==> src/rtl/pc_fetch_ctrl.sv <==
// pc_fetch_ctrl: architectural PC owner sequencing request/ack instruction fetch, retire, traps and debug halt
module pc_fetch_ctrl #(
  parameter logic [31:0] RESET_PC = 32'h0000_0000,
  parameter logic [31:0] TRAP_PC  = 32'h0000_0100,
  parameter int          TIMEOUT  = 16
) (
  input  logic        clk,
  input  logic        rstn,
  input  logic [31:0] npc_in,
  input  logic [2:0]  npc_op,
  input  logic        imem_ack,
  input  logic [31:0] imem_rdata,
  input  logic        exec_done,
  input  logic        stall,
  input  logic        halt_req,
  input  logic        resume,
  output logic [31:0] pc,
  output logic        imem_req,
  output logic [31:0] imem_addr,
  output logic [31:0] instr,
  output logic        instr_valid,
  output logic        retire,
  output logic        halted,
  output logic        trap,
  output logic [1:0]  trap_cause,
  output logic [31:0] trap_epc,
  output logic [31:0] retire_cnt
);
  localparam logic [2:0] NPC_PLUS4 = 3'b000;
  localparam int CW = $clog2(TIMEOUT);
  typedef enum logic [1:0] {BOOT, FETCH, EXEC, HALT} state_t;
  state_t state_q, state_d;
  logic [31:0] pc_q, pc_d, instr_q, instr_d, trap_epc_q, trap_epc_d, retire_cnt_q, retire_cnt_d;
  logic [CW-1:0] cnt_q, cnt_d;
  logic [1:0] trap_cause_q, trap_cause_d;
  logic retire_q, retire_d, trap_q, trap_d;
  always_comb begin
    state_d = state_q;
    pc_d = pc_q;
    instr_d = instr_q;
    trap_epc_d = trap_epc_q;
    trap_cause_d = trap_cause_q;
    retire_cnt_d = retire_cnt_q;
    cnt_d = '0;
    retire_d = 1'b0;
    trap_d = 1'b0;
    case (state_q)
      BOOT: state_d = FETCH;
      FETCH: begin
        if (imem_ack) begin
          instr_d = imem_rdata;
          state_d = EXEC;
        end else if (cnt_q == CW'(TIMEOUT - 1)) begin
          trap_d = 1'b1;
          trap_cause_d = 2'b10;
          trap_epc_d = pc_q;
          pc_d = TRAP_PC;
        end else cnt_d = cnt_q + 1'b1;
      end
      EXEC: begin
        if (exec_done && !stall) begin
          retire_d = 1'b1;
          retire_cnt_d = retire_cnt_q + 32'd1;
          state_d = halt_req ? HALT : FETCH;
          if (npc_op != NPC_PLUS4 && npc_in[1:0] != 2'b00) begin
            trap_d = 1'b1;
            trap_cause_d = 2'b01;
            trap_epc_d = pc_q;
            pc_d = TRAP_PC;
          end else pc_d = npc_in;
        end
      end
      HALT: state_d = resume ? FETCH : HALT;
    endcase
  end
  always_ff @(posedge clk or negedge rstn) begin
    if (!rstn) begin
      state_q <= BOOT;
      pc_q <= RESET_PC;
      instr_q <= '0;
      trap_epc_q <= '0;
      trap_cause_q <= '0;
      retire_cnt_q <= '0;
      cnt_q <= '0;
      retire_q <= 1'b0;
      trap_q <= 1'b0;
    end else begin
      state_q <= state_d;
      pc_q <= pc_d;
      instr_q <= instr_d;
      trap_epc_q <= trap_epc_d;
      trap_cause_q <= trap_cause_d;
      retire_cnt_q <= retire_cnt_d;
      cnt_q <= cnt_d;
      retire_q <= retire_d;
      trap_q <= trap_d;
    end
  end
  assign pc = pc_q;
  assign imem_addr = pc_q;
  assign imem_req = state_q == FETCH;
  assign instr_valid = state_q == EXEC;
  assign halted = state_q == HALT;
  assign instr = instr_q;
  assign retire = retire_q;
  assign trap = trap_q;
  assign trap_cause = trap_cause_q;
  assign trap_epc = trap_epc_q;
  assign retire_cnt = retire_cnt_q;
endmodule

==> config.mk <==
export PLATFORM = sky130hd
export DESIGN_NAME = pc_fetch_ctrl
export DESIGN_NICKNAME = d
export VERILOG_FILES = /design/src/rtl/pc_fetch_ctrl.sv
export SDC_FILE = /design/constraint.sdc
export NUM_CORES = 1
export LEC_CHECK = 0
export ABC_AREA = 1
export CAP_MARGIN = 20
export CORE_AREA = 5 5 162 133
export CTS_CLUSTER_SIZE = 28
export DETAILED_ROUTE_END_ITERATION = 16
export DIE_AREA = 0 0 167 138
export GPL_TIMING_DRIVEN = 0
export PLACE_DENSITY = 0.64
export SYNTH_ARGS = -nofsm -noshare
export SYNTH_HDL_FRONTEND = slang
export SYNTH_SLANG_ARGS = --single-unit
export TNS_END_PERCENT = 30
==> constraint.sdc <==
create_clock -name clk -period 2 [get_ports clk]
set_input_delay 0.2 -clock clk [delete_from_list [all_inputs] [get_ports clk]]
set_output_delay 0.2 -clock clk [all_outputs]
set_load 0.02 [all_outputs]
==> summary.txt <==
GRT
  – GR Util All Layers: 16.40%
  – Largest net degree at the start of global routing: 74
  – Vias in the first global route: 5517
  – First-pass GRT wire length: about 31 mm
  – Grt ovf: 0
  – Initial antenna violation count: 0

Cells and area
  – Post-layout instance area: approximately 10000 sq um
  – ANT cells: 0
  – Area grow syn2layout: 52.90%
  – Layout Nets: 1091
  – Layout cell share with drive strength beyond 1: 9.863%
  – Layout fillers: approximately 1900
  – Commonest cells after routing, fill and taps aside: 272 x nand2_1, 237 x clkdlybuf4s50_1, 138 x dfrtp_1
  – Post-route insts no fill: 1288
  – Commonest non-fill, non-tap cell in the layout: nand2_1

Die
  – Std-Cell Rows: 46
  – Die Footprint: around 23000 sq um
  – CORE AREA: 19630 sq um
  – DIE WIDTH: between 150 and 200 um
  – Ports: 241
  – Initial Utilization: 32.54%
  – Die Ht: 138 um

Clock tree
  – H-tree depth: 4
  – Clk_lat worst skew: 0.41 ns
  – CTS sink cnt: between 100 and 150
  – Reg clk slew, reported paths: 0.06 ns
  – CTS tree: yes
  – TritonCTS buffer count: 17
  – Root Buffer: clkbuf_16
  – Max clock buf depth: 2

Synthesis
  – Xor/xnor share of the synthesized area: under 10%
  – Library cells used by synthesis: 29
  – Mapped Cells: 750
  – Mux share of post-synthesis cell area: 0%
  – Adder-cell share of the synthesized area: 1.176%
  – Largest family of logic cells by synthesized area: simple AND/OR/NAND/NOR gates
  – Synth warn: 0
  – Yosys reg bits: ~140
  – Simple-Gate Fraction of Synth Area: 29.21%
  – Post-synth net total: 830
  – Sequential share of the synthesized area: between 50 and 60%
  – Post-Syn Area: 6386 sq um
  – Avg Inst Size Synth: roughly 8.5 sq um
  – Compound-cell area share of the yosys netlist: 3.566%

Worst setup path
  – WP data arrival: 2.22 ns
  – Crit Path Category: flip-flop to flip-flop
  – Worst-path fanout max: 10
  – Critical path startpoint category: flip-flop
  – Required @ worst endpoint: 2.30 ns
  – Element type at the critical path end: flip-flop

STA
  – Setup TNS: 0 ns
  – Worst Tran Pin Value: about 0.67 ns
  – F_max: roughly 520 MHz
  – Final setup vio count: 0
  – Crit path time final: a little under 2 ns
  – Period Utilization, post-route: 96.08%
  – Final slew viol count: 0
  – Relative slew slack: around 56%
  – Final Skew: about 0.0087 ns
  – Final Hold Vio Count: 0
  – RSZ-0062 raised after global routing: true

Placed design
  – Inst Count DP: 1255
  – GP Congestion: 0.8239
  – Placed inst area: 9148 sq um
  – Final HPWL DP: ~14 mm
  – IO Port Bufs: 240

Detailed routing
  – Post-DR vias/cell: roughly 4.5
  – Routed Antenna Nets: 0
  – DRC: 0
  – Vias: ~5800
  – Pre-antenna DRT Iters: 5
  – Routed length per instance: 15.02 um
  – Drt total wl: 19.35 mm
  – DR iter-0 viols: roughly 360

Pwr
  – PwrDens: approximately 1400 nW/um^2
  – Leak Pwr: 4.558 nW
  – Maximum VDD drop: roughly 0.00063 V

Flow run
  – Max cap viols: 0

Run status
  – Status: finished, final reports clean

Worst hold path
  – Tightest Hold Check Type: input port to flip-flop
-- kinds of logic (layout without fill, tap and decap cells) --
| logic type | after synthesis | after routing |
|---|---|---|
| and+or+nand+nor | 438 | 438 |
| DFF | 138 | 138 |
| buffers and inverters | 107 | 381 |
| AOI/OAI and AO/OA | 40 | 40 |
| xor gates and xnor gates | 21 | 21 |
| adders and majority gates | 6 | 6 |
-- worst max-delay path, cell delays in order (launching register included) --
cell	delay, ns
dfrtp_1	0.42
inv_1	0.09
ha_1	0.26
buf_4	0.20
nand2_2	0.14
nand3_4	0.11
nor2_8	0.18
nand2_4	0.13
buf_6	0.18
nand2_1	0.06
nand2_1	0.04
-- state kept, by name (all words and copies together) (netlist names) --
register	flops
cnt_q	4
trap_cause	2
instr	32
imem_addr	32
trap_epc	32
trap	1
retire	1
retire_cnt	32
state_q	2
-- report_power, final --
| part | total, mW | internal, mW | switching [mW] |
|---|---|---|---|
| Clock | 3.21 | 1.96 | 1.25 |
| Combinational | 6.28 | 2.76 | 3.53 |
| Sequential | 4.19 | 3.60 | 0.586 |
| Total | 13.7 | 8.32 | 5.37 |
-- cell usage after synthesis, drive strengths merged --
master   count  area [sq um]
and3         1         6.260
buf         50         366.6
clkbuf      10         37.54
dfrtp      138          3453
ha           6         75.07
inv         47         176.4
nand2      276          1051
nand3       95         493.0
nand4       11         68.82
nor2        51         225.2
nor3         3         15.01
o2111ai      1         26.28
o21ai       38         193.9
o31ai        1         7.510
or2          1         6.260
xnor2        9         78.83
xor2        12         105.1
-- final timing paths --
check	from	end	slack (ns)	depth (start not counted)
setup reg to reg	state_q[0]	trap_epc[12]	0.08	10
hold / removal	imem_rdata[20]	instr[20]	0.32	3
hold reg to reg	trap_epc[8]	trap_epc[8]	0.47	2
min in group asynchronous	rstn	imem_addr[7]	0.33	2
setup / recovery	state_q[0]	trap_epc[12]	0.08	10
max in group asynchronous	rstn	retire_cnt[25]	0.87	3
-- metrics by stage --
stage	setup slack (ns)	power [mW]	hold WS (ns)	util, %
after floorplan	0.2509	7.587	-0.09559	-
after global placement	-5.099	10.57	0.4533	46.46
after detailed placement	-0.04061	10.62	0.2351	46.61
after CTS	0.04965	13.90	0.2958	49.70
after global routing	-0.04822	14.47	0.3174	49.75
final	0.07837	13.69	0.3175	49.75
-- layout make-up --
| class | instances | area (sq um) | area share [%] |
|---|---|---|---|
| sequential | 138 | 3453 | 35.37 |
| tap | 264 | 330.3 | 3.383 |
| multi-input combinational | 505 | 2360 | 24.17 |
| timing repair buffer | 242 | 2439 | 24.97 |
| buffer | 60 | 407.9 | 4.177 |
| clock inverter | 15 | 172.7 | 1.768 |
| inverter | 47 | 176.4 | 1.807 |
| clock buffer | 17 | 425.4 | 4.357 |
-- per-layer routing --
| metal | vias to the layer above | track usage (%) | share of wire, % |
|---|---|---|---|
| met5 | - | 0 | 0 |
| li1 | 2869 | - | - |
| met3 | 5 | 5.443 | 7.3 |
| met1 | 2705 | 21.82 | 46 |
| met2 | 186 | 26.31 | 46 |
| met4 | 0 | 3.401 | 0.52 |
-- repair_timing --
action	4_1_cts	5_1_grt
hold endpoints to repair	65	0
cloned	0	0
hold buffers	1	0
resized for setup	3	2
setup buffers	0	0
setup endpoints to repair	12	34
No activity file was read; power rests on OpenSTA's default activity.
